**config.mk**
```make
export PLATFORM = sky130hd
export DESIGN_NAME = display_mode_scheduler_flat
export DESIGN_NICKNAME = d
export VERILOG_FILES = /design/src/rtl/display_mode_scheduler_if.sv /design/src/rtl/display_mode_scheduler.sv /design/src/flat_wrapper.sv
export SDC_FILE = /design/constraint.sdc
export NUM_CORES = 1
export LEC_CHECK = 0
export CAP_MARGIN = 20
export CORE_ASPECT_RATIO = 1.2
export CORE_MARGIN = 2
export CORE_UTILIZATION = 37
export CTS_BUF_LIST = sky130_fd_sc_hd__clkbuf_2
export CTS_CLUSTER_SIZE = 16
export DETAILED_ROUTE_END_ITERATION = 16
export PLACE_DENSITY = 0.81
export SYNTH_ARGS = -nofsm -noshare
export SYNTH_HDL_FRONTEND = slang
export SYNTH_SLANG_ARGS = --single-unit
```
**constraint.sdc**
```tcl
create_clock -name clk -period 3.1 [get_ports clk]
set_clock_uncertainty 0.2 [all_clocks]
set_input_delay 0.775 -clock clk [delete_from_list [all_inputs] [get_ports clk]]
set_output_delay 0.775 -clock clk [all_outputs]
set_load 0.01 [all_outputs]
```
**src/rtl/display_mode_scheduler_if.sv**
```systemverilog
// Bundle between the metric datapath, the display mode scheduler and the seven-segment driver.
// The master drives the metrics and rotation controls; the slave (scheduler) drives the display bus.
interface display_mode_scheduler_if;
  logic        sec_tick;
  logic        hold;
  logic [3:0]  mode_mask;
  logic [13:0] total_steps;
  logic [13:0] distance;
  logic [13:0] steps_over_32;
  logic [13:0] high_act_sec;
  logic [13:0] disp_value;
  logic [1:0]  disp_mode;
  logic        disp_dp;
  logic        disp_sat;
  logic        disp_blank;
  logic        mode_change;

  modport master (
    output sec_tick, hold, mode_mask, total_steps, distance, steps_over_32, high_act_sec,
    input  disp_value, disp_mode, disp_dp, disp_sat, disp_blank, mode_change
  );

  modport slave (
    input  sec_tick, hold, mode_mask, total_steps, distance, steps_over_32, high_act_sec,
    output disp_value, disp_mode, disp_dp, disp_sat, disp_blank, mode_change
  );
endinterface

```
**src/rtl/display_mode_scheduler.sv**
```systemverilog
// Rotates the four fitness metrics onto the single seven-segment display, DWELL_TICKS seconds each.
// Define DISP_SATURATE_EN to clamp displayed values above 9999 and flag them on disp_sat.
module display_mode_scheduler #(
  parameter int DWELL_TICKS = 2
) (
  input logic                     clk,
  input logic                     reset,
  display_mode_scheduler_if.slave bus
);

  localparam int DW = (DWELL_TICKS > 1) ? $clog2(DWELL_TICKS) : 1;
  localparam logic [DW-1:0] DWELL_LAST = DW'(DWELL_TICKS - 1);

  typedef enum logic [0:0] {
    BLANK = 1'b0,
    SHOW  = 1'b1
  } state_t;

  state_t        fsm_r;
  logic [1:0]    mode_r;
  logic [DW-1:0] dwell_r;

  // First enabled index after m, searched cyclically; falls back to m itself.
  function automatic logic [1:0] next_mode(input logic [1:0] m, input logic [3:0] mask);
    logic [1:0] cand;
    next_mode = m;
    for (int i = 3; i >= 1; i--) begin
      cand = m + 2'(i);
      if (mask[cand]) begin
        next_mode = cand;
      end else begin
        next_mode = next_mode;
      end
    end
  endfunction

  function automatic logic [1:0] lowest_mode(input logic [3:0] mask);
    lowest_mode = 2'd0;
    for (int i = 3; i >= 0; i--) begin
      if (mask[i]) begin
        lowest_mode = 2'(i);
      end else begin
        lowest_mode = lowest_mode;
      end
    end
  endfunction

  function automatic logic [13:0] select_metric(input logic [1:0] m, input logic [13:0] v0,
                                                input logic [13:0] v1, input logic [13:0] v2,
                                                input logic [13:0] v3);
    case (m)
      2'd0:    select_metric = v0;
      2'd1:    select_metric = v1;
      2'd2:    select_metric = v2;
      2'd3:    select_metric = v3;
      default: select_metric = 14'd0;
    endcase
  endfunction

  logic [13:0] raw_value;
  logic [13:0] shown_value;
  logic        shown_sat;

  // Metric selection and optional clamp, feeding the output registers.
  always_comb begin
    raw_value   = 14'd0;
    shown_value = 14'd0;
    shown_sat   = 1'b0;
    if (fsm_r == SHOW) begin
      raw_value = select_metric(mode_r, bus.total_steps, bus.distance,
                                bus.steps_over_32, bus.high_act_sec);
    end else begin
      raw_value = 14'd0;
    end
`ifdef DISP_SATURATE_EN
    if (raw_value > 14'd9999) begin
      shown_value = 14'd9999;
      shown_sat   = 1'b1;
    end else begin
      shown_value = raw_value;
      shown_sat   = 1'b0;
    end
`else
    shown_value = raw_value;
    shown_sat   = 1'b0;
`endif
  end

  // Rotation state machine plus the registered display outputs (one cycle behind the state).
  always_ff @(posedge clk) begin
    if (reset) begin
      fsm_r           <= BLANK;
      mode_r          <= 2'd0;
      dwell_r         <= '0;
      bus.disp_value  <= 14'd0;
      bus.disp_mode   <= 2'd0;
      bus.disp_dp     <= 1'b0;
      bus.disp_sat    <= 1'b0;
      bus.disp_blank  <= 1'b1;
      bus.mode_change <= 1'b0;
    end else begin
      case (fsm_r)
        BLANK: begin
          if (bus.mode_mask != 4'b0000) begin
            fsm_r   <= SHOW;
            mode_r  <= lowest_mode(bus.mode_mask);
            dwell_r <= '0;
          end else begin
            fsm_r <= BLANK;
          end
        end
        SHOW: begin
          // A disabled current mode is left immediately, even while held.
          if (bus.mode_mask == 4'b0000) begin
            fsm_r <= BLANK;
          end else if (!bus.mode_mask[mode_r]) begin
            mode_r  <= next_mode(mode_r, bus.mode_mask);
            dwell_r <= '0;
          end else if (bus.sec_tick && !bus.hold && (dwell_r == DWELL_LAST)) begin
            mode_r  <= next_mode(mode_r, bus.mode_mask);
            dwell_r <= '0;
          end else if (bus.sec_tick && !bus.hold) begin
            dwell_r <= dwell_r + DW'(1);
          end else begin
            dwell_r <= dwell_r;
          end
        end
        default: begin
          fsm_r   <= BLANK;
          mode_r  <= 2'd0;
          dwell_r <= '0;
        end
      endcase

      bus.disp_mode   <= mode_r;
      bus.disp_value  <= shown_value;
      bus.disp_sat    <= shown_sat;
      bus.disp_dp     <= (fsm_r == SHOW) && (mode_r == 2'd1);
      bus.disp_blank  <= (fsm_r == BLANK);
      // Previous disp_blank marks the BLANK->SHOW edge so a return to the same mode still pulses.
      bus.mode_change <= (fsm_r == SHOW) && (bus.disp_blank || (bus.disp_mode != mode_r));
    end
  end

endmodule
```
**src/flat_wrapper.sv**
```systemverilog
// flat-port wrapper written by rule: the top's interface ports become plain ports
module display_mode_scheduler_flat 
#(
  parameter int DWELL_TICKS = 2
)
  (clk, reset, bus_sec_tick, bus_hold, bus_mode_mask, bus_total_steps, bus_distance, bus_steps_over_32, bus_high_act_sec, bus_disp_value, bus_disp_mode, bus_disp_dp, bus_disp_sat, bus_disp_blank, bus_mode_change);
  display_mode_scheduler_if bus_i ();
  input logic clk;
  input logic reset;
  input wire logic [$bits(bus_i.sec_tick)-1:0] bus_sec_tick;
  input wire logic [$bits(bus_i.hold)-1:0] bus_hold;
  input wire logic [$bits(bus_i.mode_mask)-1:0] bus_mode_mask;
  input wire logic [$bits(bus_i.total_steps)-1:0] bus_total_steps;
  input wire logic [$bits(bus_i.distance)-1:0] bus_distance;
  input wire logic [$bits(bus_i.steps_over_32)-1:0] bus_steps_over_32;
  input wire logic [$bits(bus_i.high_act_sec)-1:0] bus_high_act_sec;
  output wire logic [$bits(bus_i.disp_value)-1:0] bus_disp_value;
  output wire logic [$bits(bus_i.disp_mode)-1:0] bus_disp_mode;
  output wire logic [$bits(bus_i.disp_dp)-1:0] bus_disp_dp;
  output wire logic [$bits(bus_i.disp_sat)-1:0] bus_disp_sat;
  output wire logic [$bits(bus_i.disp_blank)-1:0] bus_disp_blank;
  output wire logic [$bits(bus_i.mode_change)-1:0] bus_mode_change;
  assign bus_i.sec_tick = bus_sec_tick;
  assign bus_i.hold = bus_hold;
  assign bus_i.mode_mask = bus_mode_mask;
  assign bus_i.total_steps = bus_total_steps;
  assign bus_i.distance = bus_distance;
  assign bus_i.steps_over_32 = bus_steps_over_32;
  assign bus_i.high_act_sec = bus_high_act_sec;
  assign bus_disp_value = bus_i.disp_value;
  assign bus_disp_mode = bus_i.disp_mode;
  assign bus_disp_dp = bus_i.disp_dp;
  assign bus_disp_sat = bus_i.disp_sat;
  assign bus_disp_blank = bus_i.disp_blank;
  assign bus_mode_change = bus_i.mode_change;
  display_mode_scheduler #(.DWELL_TICKS(DWELL_TICKS)) u_core (.clk(clk), .reset(reset), .bus(bus_i));
endmodule
```
==> results list, run 1 <==
* Share of total power in sequential cells: a little over two fifths
- Derived from the worst setup path, the maximum achievable clock frequency is 0.3871 GHz.
* Endpoint of the worst-slack reg-to-reg timing path: u_core.mode_r[0]
- Leftover overflow at the end of global routing: 0
* Gp weighted congestion: 0.8623
* Cell area after technology mapping: 1316 um^2
- Core region area: 3367 um^2
- Wire length per cell: 15.23 um
- The number of endpoints with negative hold slack in the final report is 0.
- Counting flops and latches in the post-synthesis netlist gives 23.
* Hold path depth: 2
- TritonCTS clock tree: yes
- Via count: 1,462
- # Max-Cap Violations: 0
* # rows: 23
* Leading cell type in the layout, fill and taps excluded: clkdlybuf4s50_1
- Final period utilization: 83.33%
* Total of cells resized after clock tree synthesis: 0
* Switching share of total power: 33.02%
- Static Leakage: 0.7999 nW
* Capture point of the critical path: u_core.mode_r[0]
- NetSw: 0.2656 mW
* Worst-skew pair later-pin latency: 320 ps
- Yosys cell types: 40
- The via count of the first global-routing pass was 1,439.
* Remaining antenna violation count after routing: 0
- Once layout is complete, the utilization of the core stands at a little over three fifths.
- Power spread over the standard cell area amounts to 377.3 nW/um^2.
- Once the clock tree was built, the setup fixing pass inserted 0 buffers.
- Antenna violations before repair: 0
* Antenna cell count: 0
- Vias per std cell: 5.435
- Total area of multi-input combinational cells: roughly 750 um^2
* Run status: complete, no violations
- Count of hold buffers inserted by post-cts repair: 0
* Worst voltage drop across the vdd grid: 0.0003078 V
* RSZ-0062 raised after global routing: false
- Largest net degree at the start of global routing: 29
* Data arrival time at the worst-slack endpoint: roughly 2600 ps
- Nets@finish: 301
- The number of nets handed over by synthesis was between 200 and 250.
- At the pin with the least slew margin, the transition time is 920.5 ps.
* Share of the yosys chip area belonging to registers: between 30% and 40%
- Timing analysis after detailed placement gives a worst setup slack of 329.0 ps.
- Hpwl dp: 3142 um
* Width of the chip: 58.45 um
- In this run the worst setup path begins at u_core.mode_r[1].
- Fraction of power consumed by the clock network: about 15%
- Per report_power, the combinational group accounts for a little over two fifths of the total.
- STA classifies the critical path startpoint as a register.
- The worst register-to-register path has a depth of 7.
- A synthesized cell averages 8.227 um^2.
* Final setup violation count: 0
- Initial core utilization: between 30% and 40%
- DR iter-0 viols: 71
* Yosys warns: 0
- Data required time of the worst path: roughly 3200 ps
* Post-route minimum period: 2583 ps
* Critical path class: register to register
- Type of element capturing the critical path: register
- Fill cells: 291
- For the final routed database, the setup TNS stands at 0 ps.
- Count of mapped cells out of synthesis: 160
- The die is between 60 and 70 um tall.
* Die outline area: 4052 um^2
- Clock-pin slew was measured on the worst setup and hold paths at 220 ps.
* Fin. max-slew vios: 0
- The top cell types in the final layout, fill and taps aside, are clkdlybuf4s50_1 (82), nor2_1 (37), dfxtp_1 (23).
* Wire length of the first global-routing pass: 6706 um
* Area growth from synthesis to layout: 61.98%
* GR Util All Layers: 20.69%
* # H-tree levels: 1
- Largest fanout on the critical path: 13
- For this block, the routed nets add up to 4096 um of wire.
- Internal power comes to 0.5388 mW.
* Clock Tree Buf Depth: 2
- Counting the buffers created by CTS gives 3.
- The startpoint identified for the worst register-to-register timing path is u_core.mode_r[1].
- Rel. slew slack: roughly two fifths
- # DRC: 0
* TritonCTS Sinks: 23
- CTS Root Buffer Type: clkbuf_2
- I/O pins: 84
- For this run, the detailed router's first-pass iteration total came to 5.
- Footprint of the flip-flops and latches: 460.4 um^2
- The worst hold path belongs to the class register to register.
- Worst-case register-to-register setup slack: roughly 520 ps
* Fraction of final layout cells sized beyond drive strength 1: under 10%
* Setup slack of the critical path after layout: approximately 520 ps
- Number of buffer cells added on primary ports: 82
==> cells in the mapped netlist (all sizes together) <==
master / instances / area [um^2]
and2: 3 / 21.27
or3: 1 / 6.260
o21ai: 3 / 15.01
a311oi: 1 / 8.760
mux2i: 3 / 30.03
conb: 1 / 3.750
xor2: 2 / 17.52
nand2: 1 / 3.750
inv: 5 / 18.77
nand3b: 1 / 7.510
a222oi: 14 / 140.1
nor3: 3 / 15.01
nor4: 2 / 12.51
a2111oi: 1 / 15.01
nor3b: 1 / 7.510
buf: 8 / 56.29
a211oi: 2 / 15.01
a31oi: 1 / 6.260
mux2: 2 / 22.52
a21o: 2 / 15.01
ha: 4 / 50.05
clkbuf: 8 / 30.03
o22ai: 1 / 6.260
a21oi: 15 / 75.07
o31ai: 1 / 7.510
nor2b: 2 / 12.51
o221ai: 2 / 17.52
nand2b: 3 / 18.77
and3b: 1 / 8.760
o211ai: 1 / 7.510
a22oi: 1 / 7.510
nor2: 38 / 150.1
dfxtp: 23 / 460.4
o41ai: 2 / 17.52
a31o: 1 / 8.760
==> layout make-up <==
cell class              count  share of cell area, %
flip-flops and latches     23                  21.60
clock inverters             1                 0.2347
inverters                   5                 0.8803
clock buffers               3                 0.7042
well taps                  37                  2.171
multi-input cells         116                  35.21
repair buffers             84                  39.20
==> logic make-up after synthesis <==
| kind of cell | synth area share [%] |
|---|---|
| AO/OA/AOI/OAI | 27.57 |
| XOR/XNOR | 1.331 |
| adder cells (fa/ha/maj) | 3.802 |
| buffers and inverters | 7.984 |
| flip-flops | 34.98 |
| multiplexers | 3.992 |
| other | 0.2849 |
| AND/OR/NAND/NOR | 20.06 |
==> layer usage <==
metal | wire [um] | GRT usage [%]
met1 | 1636 | 25.89
met2 | 2067 | 35.58
met3 | 359 | 2.612
met4 | 33 | 6.977
met5 | 0 | 0
==> critical path: stages (launching register included) <==
cell       delay (ps)
dfxtp_1           720
inv_1             190
ha_1              390
and2_4            160
a2111oi_2          40
or3_1             380
a31o_1            210
a211oi_1          220
==> power by group through the flow <==
stage | clock network (mW) | logic, mW | registers (mW)
after floorplan | 0 | 0.199 | 0.345
after global placement | 0 | 0.335 | 0.350
after detailed placement | 0 | 0.340 | 0.351
after CTS | 0.124 | 0.341 | 0.345
after global routing | 0.136 | 0.373 | 0.349
final | 0.120 | 0.340 | 0.344
==> per-stage QoR <==
| stage | cells | hold slack, ps | power (mW) | cell area (um^2) |
|---|---|---|---|---|
| final | 269 | 319.0 | 0.8044 | 2132 |
| after CTS | 269 | 327.9 | 0.8100 | 2132 |
| after global routing | 269 | 385.9 | 0.8580 | 2132 |
| after detailed placement | 265 | 282.0 | 0.6908 | 2112 |
| after global placement | 265 | 287.7 | 0.6851 | 2112 |
| after floorplan | 160 | 304.4 | 0.5444 | 1316 |
==> registers in the layout, indices dropped and copies added (netlist names) <==
register / flops
u_core.dwell_r: 1
u_core.bus.disp_mode: 2
u_core.bus.disp_blank: 1
u_core.bus.disp_dp: 1
u_core.bus.disp_value: 14
u_core.bus.mode_change: 1
u_core.fsm_r: 1
u_core.mode_r: 2
==> worst min-delay path by stage <==
stage                     startpoint                endpoint  slack (ps)
2_1_floorplan         u_core.dwell_r          u_core.dwell_r         300
4_1_cts        u_core.bus.disp_blank  u_core.bus.mode_change         330
5_1_grt        u_core.bus.disp_blank  u_core.bus.mode_change         390
3_5_place_dp   u_core.bus.disp_blank  u_core.bus.mode_change         280
3_3_place_gp   u_core.bus.disp_blank  u_core.bus.mode_change         290
6_report       u_core.bus.disp_blank  u_core.bus.mode_change         320
No activity file was read; power rests on OpenSTA's default activity.
==> inputs of run 2 (changes only) <==
--- a/config.mk
+++ b/config.mk
@@ -8,11 +8,11 @@
 export CAP_MARGIN = 20
 export CORE_ASPECT_RATIO = 1.2
 export CORE_MARGIN = 2
-export CORE_UTILIZATION = 37
+export CORE_UTILIZATION = 34
 export CTS_BUF_LIST = sky130_fd_sc_hd__clkbuf_2
 export CTS_CLUSTER_SIZE = 16
 export DETAILED_ROUTE_END_ITERATION = 16
-export PLACE_DENSITY = 0.81
+export PLACE_DENSITY = 0.79
 export SYNTH_ARGS = -nofsm -noshare
 export SYNTH_HDL_FRONTEND = slang
 export SYNTH_SLANG_ARGS = --single-unit
==> constraint.sdc (replaced) <==
create_clock -name clk -period 2.2 [get_ports clk]
set_clock_uncertainty 0.2 [all_clocks]
set_input_delay 0.55 -clock clk [delete_from_list [all_inputs] [get_ports clk]]
set_output_delay 0.55 -clock clk [all_outputs]
set_load 0.01 [all_outputs]
==> results list, run 2 (synthesis results as in run 1) <==
* Hpwl dp: 3270 um (+4.1%)
- Hold path depth: 2 (unchanged)
* R2R Path Start: u_core.mode_r[0]
* # H-tree levels: 1 (unchanged)
- The ratio of routed vias to standard cells is 5.164 (-5.0%).
- Static Leakage: 0.8827 nW (+10%)
* Width of the chip: 60.80 um (+4.0%)
* Crit path cell chain: clkdlybuf4s50_1 -> buf_4 -> mux2i_1 -> o22ai_1 -> a21o_1 -> a31o_1 -> a211oi_1
- The clock latency reported for the late side of the worst-skew pair is 320 ps (about the same).
* Core region area: 3664 um^2 (+8.8%)
- Die outline area: 4387 um^2 (+8.3%)
- The count of vias placed by the detailed router was 1,544 (+5.6%).
- The vertical die dimension is 72.16 um (+4.1%).
- The startpoint identified for the worst hold timing path is u_core.bus.disp_blank.
- Fin. max-slew vios: 0 (unchanged)
- # DRC: 0 (unchanged)
- The worst hold path terminates at u_core.bus.mode_change.
- Count of buffers added by post-CTS timing repair for setup: 0 (unchanged)
- CTS Root Buffer Type: clkbuf_2
* Final setup violation count: 0 (unchanged)
* TritonCTS clock tree: yes
* Number of buffers created by CTS: 3 (unchanged)
- RSZ-0062 raised after global routing: false
- The data required time of the critical path is 2250 ps (-910 ps).
- Vias in the first global route: 1,397 (-2.9%)
- Antenna violations before repair: 0 (unchanged)
- The min-delay analysis places its worst path in the category register to register.
- The count of buffers from port buffering was 82 (unchanged).
- Highest-delay cell along the critical path: clkdlybuf4s50_1
- After layout, the worst path uses a little over nine tenths of the clock period.
- The post-placement worst setup slack came to -198.2 ps (-527.2 ps).
- The remaining global-route overflow was 0 (unchanged).
* Gp weighted congestion: 0.8273 (-4.1%)
- Power per unit of standard cell area: 513.5 nW/um^2 (+36%)
* DR iter-0 viols: 89 (+25%)
- The number of flip-flops in the largest register came to 14 (unchanged).
* Largest registers ranked by flip-flop count: u_core.bus.disp_value x14, u_core.bus.disp_mode x2, u_core.mode_r x2
- From synthesis to final layout, the design area changed by 74.43%.
- The maximum net fanout on the critical path was 6 (-7).
- Total wirelength of the detailed-routed design: 4092 um (about the same)
- Initial core utilization: 35.93% (-3.2 points)
* Kind of start point of the critical path: primary input
- The net count reported at finish was 316 (+5.0%).
- The number of endpoints with negative hold slack in the final report was 0 (unchanged).
* Wire length per cell: 13.69 um (-10%)
* Busiest layer in global routing: met2
* Endpoint of the worst-slack reg-to-reg timing path: u_core.mode_r[0]
- Leading cell type in the layout, fill and taps excluded: clkdlybuf4s50_1
- Worst-case register-to-register setup slack: 140 ps (-380 ps)
- Clock Tree Buf Depth: 2 (unchanged)
- Commonest cells after routing, fill and taps aside: clkdlybuf4s50_1 (82), nor2_1 (37), dfxtp_1 (23)
- Critical path class: primary input to register
* Pre-Repair DR Iteration Count: 5 (unchanged)
- Setup slack of the critical path after layout: 103.8 ps (-412.8 ps)
- The arrival time of data at the critical path endpoint came to 2150 ps (-490 ps).
- The total of max-cap violations is 0 (unchanged).
- The number of top-level pins is 84 (unchanged).
- The total inserted antenna cells is 0 (unchanged).
- The placement row count was 24 (+4.3%).
- The met1 demand-to-capacity share in global routing is 21.62% (-4.3 points).
- Run status: complete, no violations
- Met3 usage in global routing: 2.317% (-0.29 points)
* Largest net degree at the start of global routing: 29 (unchanged)
- Fraction of final layout cells sized beyond drive strength 1: 11.34% (+6.6 points)
- Subtracting the final worst setup slack from the clock period gives 2096 ps.
- The sum of negative setup slack was 0 ps (unchanged).
- Ranked by flip-flop count, first place goes to u_core.bus.disp_value.
- GR Util All Layers: 18.63% (-2.1 points)
- Wire length of the first global-routing pass: 6334 um (-5.5%)
- The delay of the slowest cell on the worst path was 540 ps (-180 ps).
- Met2 capacity usage during global routing: 33.45% (-2.1 points)
- The length in cells of the worst reg-to-reg path is 7 (unchanged).
- The post-route antenna net violation count was 0 (unchanged).
* Slew @ Worst Pin: 590.9 ps (-329.6 ps)
- Rel. slew slack: 60.61% (+22 points)
- TritonCTS Sinks: 23 (unchanged)
- The peak supply drop was 0.0002508 V (-19%).
- Type of element capturing the critical path: register
* Clock transition at the register clock pins on the worst setup and hold paths after CTS: 210 ps (about the same)
- For this run, the top clock speed supported by timing is approximately 0.48 GHz.
* Design Power: 1.179 mW (+47%)
- The number of filler instances in the final layout is 329 (+13%).
run 2: cell types whose count changed in the layout (fill, tap and decap cells not counted), sizes merged:
cell / change
buf: +15
run 2: repair_timing:
item / CTS / global route
gates resized for setup: 0 / 3
setup endpoints to repair: 0 / 1
hold buffers: 0 / 0
run 2: routing by layer:
metal / vias to the layer above / wire length [um]
li1: 763 / -
met1: 710 / 1641
met2: 63 / 2065
met3: 8 / 303
met4: 0 / 82
met5: - / 0
run 2: where the power goes:
part	switching [mW]	total (mW)	internal, mW
registers	0.0132	0.463	0.450
logic	0.246	0.551	0.305
clock network	0.124	0.165	0.0413
run 2: per-stage QoR:
stage | utilization [%] | cells | instance area, um^2 | hold slack, ps
global route | 62.67 | 299 | 2296 | 382.1
floorplan | - | 160 | 1319 | 304.4
finish | 62.67 | 299 | 2296 | 308.9
detailed placement | 61.24 | 295 | 2243 | 272.6
global placement | 61.24 | 295 | 2243 | 261.2
CTS | 61.78 | 299 | 2263 | 317.0
run 2: worst max path at each step:
stage	start	endpoint	slack (ps)
global placement	bus_mode_mask[1]	u_core.mode_r[0]	-140
global route	bus_mode_mask[1]	u_core.mode_r[0]	2
floorplan	u_core.mode_r[0]	u_core.mode_r[0]	30
finish	bus_mode_mask[1]	u_core.mode_r[0]	100
detailed placement	bus_mode_mask[1]	u_core.mode_r[1]	-200
CTS	u_core.mode_r[0]	u_core.mode_r[0]	90
run 2: worst max-delay path, delay by kind of cell:
| family | cells | cell delay, ps |
|---|---|---|
| buffers and inverters | 2 | 750 |
| AO/OA/AOI/OAI | 4 | 730 |
| multiplexers | 1 | 130 |
run 2: cell type report:
type	instances	area, um^2	area share [%]
Inverter	5	18.77	0.8174
Clock inverter	1	5.005	0.2180
Tap cell	52	65.06	2.834
Sequential cell	23	460.4	20.05
Clock buffer	3	15.01	0.6540
Multi-Input combinational cell	116	783.3	34.11
Timing Repair Buffer	99	948.4	41.31
==> inputs of run 3 (changes only) <==
--- a/config.mk
+++ b/config.mk
@@ -6,13 +6,15 @@
 export NUM_CORES = 1
 export LEC_CHECK = 0
 export CAP_MARGIN = 20
+export CELL_PAD_IN_SITES_DETAIL_PLACEMENT = 2
+export CELL_PAD_IN_SITES_GLOBAL_PLACEMENT = 2
 export CORE_ASPECT_RATIO = 1.2
 export CORE_MARGIN = 2
-export CORE_UTILIZATION = 34
+export CORE_UTILIZATION = 17
 export CTS_BUF_LIST = sky130_fd_sc_hd__clkbuf_2
 export CTS_CLUSTER_SIZE = 16
 export DETAILED_ROUTE_END_ITERATION = 16
-export PLACE_DENSITY = 0.79
+export PLACE_DENSITY_LB_ADDON = 0.1
 export SYNTH_ARGS = -nofsm -noshare
 export SYNTH_HDL_FRONTEND = slang
 export SYNTH_SLANG_ARGS = --single-unit
==> results list, run 3 (synthesis results as in run 1) <==
- Data required time of the worst path: 2290 ps (+40 ps)
* Clock transition at the register clock pins on the worst setup and hold paths after CTS: 250 ps (+40 ps)
- Initial core utilization: 17.37% (-19 points)
- The number of top-level pins was 84 (unchanged).
* # DRC: 0 (unchanged)
* # H-tree levels: 1 (unchanged)
- Data arrival time at the worst-slack endpoint: 2170 ps (+20 ps)
- Run status: complete, no violations
- Counting flops per register, the top entry is u_core.bus.disp_value.
- NetSw: 0.4211 mW (+9.9%)
* TritonCTS clock tree: yes
* Pre-Repair DR Iteration Count: 5 (unchanged)
- Final setup violation count: 0 (unchanged)
* Number of buffer cells added on primary ports: 82 (unchanged)
- The maximum count of clock buffers along a single path came to 2 (unchanged).
- Post-placement cell area: 2308 um^2 (+2.9%)
- The sum of negative setup slack came to 0 ps (unchanged).
- Final period utilization: 94.65% (-0.63 points)
- The mean routed wirelength per cell was 16.52 um (+21%).
* Number of buffers created by CTS: 3 (unchanged)
- The total of max-cap violations came to 0 (unchanged).
- Post-route minimum period: 2082 ps (-13.79 ps)
- Fill cells: 883 (+170%)
* CTS Root Buffer Type: clkbuf_2
- STA classifies the critical path endpoint as a register.
* Kind of start point of the critical path: register
- Height of the die: 100.4 um (+39%)
- Area growth from synthesis to layout: 77.28%
- Die outline area: 8465 um^2 (+93%)
- Largest fanout on the critical path: 4 (-2)
- The via count of the first global-routing pass came to 1,747 (+25%).
- GR Util All Layers: 13.55% (-5.1 points)
* Final standard cell utilization of the core: 30.80% (-32 points)
- Fraction of power consumed by the clock network: 14.9% (+0.9 points)
- Count of hold buffers inserted by post-cts repair: 0 (unchanged)
- The number of endpoints with negative hold slack in the final report is 0 (unchanged).
- Setup slack of the critical path after layout: 117.6 ps (+13.79 ps)
- Rel. slew slack: 60.49% (-0.12 points)
* Fmax: 0.4802 GHz (+0.66%)
* Post-route cell area: 2333 um^2 (+1.6%)
- Fraction of final layout cells sized beyond drive strength 1: 12.45% (+1.1 points)
- Wire length of the first global-routing pass: 9059 um (+43%)
* TritonCTS Sinks: 23 (unchanged)
- The final number of max-transition violations came to 0 (unchanged).
* Switching share of total power: 34.28% (+1.8 points)
- DR iter-0 viols: 78 (-12%)
- Antenna violations before repair: 0 (unchanged)
- The share of total power in sequential cells was 38.0% (-1.3 points).
- The leakage power of the design was 0.8836 nW (about the same).
- The power density relative to cell area came to 526.3 nW/um^2 (+2.5%).
- The worst setup path is of the register to register kind.
* Total internal power: 0.8070 mW (+1.4%)
- RSZ-0062 raised after global routing: false
- Total wirelength of the detailed-routed design: 5633 um (+38%)
- Non-filler instance count after layout: 341 (+14%)
* Worst voltage drop across the vdd grid: 0.0002362 V (-5.8%)
* Worst-skew pair later-pin latency: 340 ps (+20 ps)
- Proportion of power drawn by combinational gates: 47.1% (+0.4 points)
- Placed Instances: 337 (+14%)
- The core region area was 7576 um^2 (+110%).
- Leftover overflow at the end of global routing: 0 (unchanged)
- # rows: 35 (+46%)
- Count of buffers added by post-CTS timing repair for setup: 0 (unchanged)
- Worst hold path type: register to register
- Nets@finish: 318 (+0.63%)
- Slew @ Worst Pin: 592.6 ps (+1.755 ps)
* Antenna cell count: 0 (unchanged)
- Largest registers ranked by flip-flop count: u_core.bus.disp_value x14, u_core.bus.disp_mode x2, u_core.mode_r x2
* Leading cell type in the layout, fill and taps excluded: clkdlybuf4s50_1
- The count of vias placed by the detailed router came to 1,592 (+3.1%).
* Remaining antenna violation count after routing: 0 (unchanged)
- The final RePlAce weighted congestion was 0.7279 (-12%).
- Largest net degree at the start of global routing: 17 (-41%)
- The horizontal extent of the die came to 84.33 um (+39%).
- The number of flip-flops in the largest register was 14 (unchanged).
* Commonest cells after routing, fill and taps aside: clkdlybuf4s50_1 (82), nor2_1 (37), dfxtp_1 (21)
- Hpwl dp: 4502 um (+38%)
- Worst setup slack before clock tree synthesis: -201.0 ps (-2.827 ps)
* Vias per std cell: 4.669 (-9.6%)
==> run 3: changes by cell type in the layout (fill, tap and decap cells not counted) <==
cell,change
buf_4,+2
ha_2,+1
ha_4,-1
a2111oi_4,-1
a2111oi_2,+1
dfxtp_1,-2
o41ai_2,-1
dfxtp_2,+2
o41ai_1,+1
==> run 3: area by class of cell <==
type                            instances  area, um^2  area share (%)
Timing Repair Buffer                  101       963.4           41.29
Multi-Input combinational cell        116       753.2           32.28
Sequential cell                        23       462.9           19.84
Tap cell                               92       115.1           4.933
Inverter                                5       18.77          0.8043
Clock buffer                            3       15.01          0.6434
Clock inverter                          1       5.005          0.2145
==> run 3: metrics by stage <==
step	total power, mW	hold slack, ps
after floorplan	0.7694	304.4
after global placement	1.054	297.2
after detailed placement	1.061	292.6
after CTS	1.261	347.9
after global routing	1.334	389.0
final	1.228	330.4
==> run 3: power by group through the flow <==
stage | combinational (mW) | sequential (mW) | clock, mW
6_report | 0.578 | 0.467 | 0.183
5_1_grt | 0.642 | 0.472 | 0.219
4_1_cts | 0.589 | 0.467 | 0.205
3_5_place_dp | 0.586 | 0.475 | 0
3_3_place_gp | 0.580 | 0.473 | 0
2_1_floorplan | 0.283 | 0.487 | 0
==> run 3: per-layer routing <==
metal | GRT usage (%) | wire length [um]
met4 | 3.722 | 47
met5 | 0 | 0
met3 | 1.316 | 307
met2 | 26.01 | 2926
met1 | 15.85 | 2351
==> run 3: final timing paths <==
check / start / end / slack (ps) / cells after the start
setup / recovery: u_core.mode_r[1] / u_core.mode_r[0] / 120 / 7
hold / removal: u_core.bus.disp_blank / u_core.bus.mode_change / 330 / 2
setup reg to reg: u_core.mode_r[1] / u_core.mode_r[0] / 120 / 7
hold reg to reg: u_core.bus.disp_blank / u_core.bus.mode_change / 330 / 2
==> run 3: critical path, stage by stage (launching register included) <==
cell and delay, ps:
dfxtp_2 380, inv_1 80, ha_2 390, and2_4 150, a2111oi_2 40, or3_1 380, a31o_1 220, a211oi_1 210
==> run 3: repair_timing <==
item,in CTS,in global routing
gates resized for setup,0,3
endpoints found under the setup margin,0,2
hold endpoints to repair,0,0
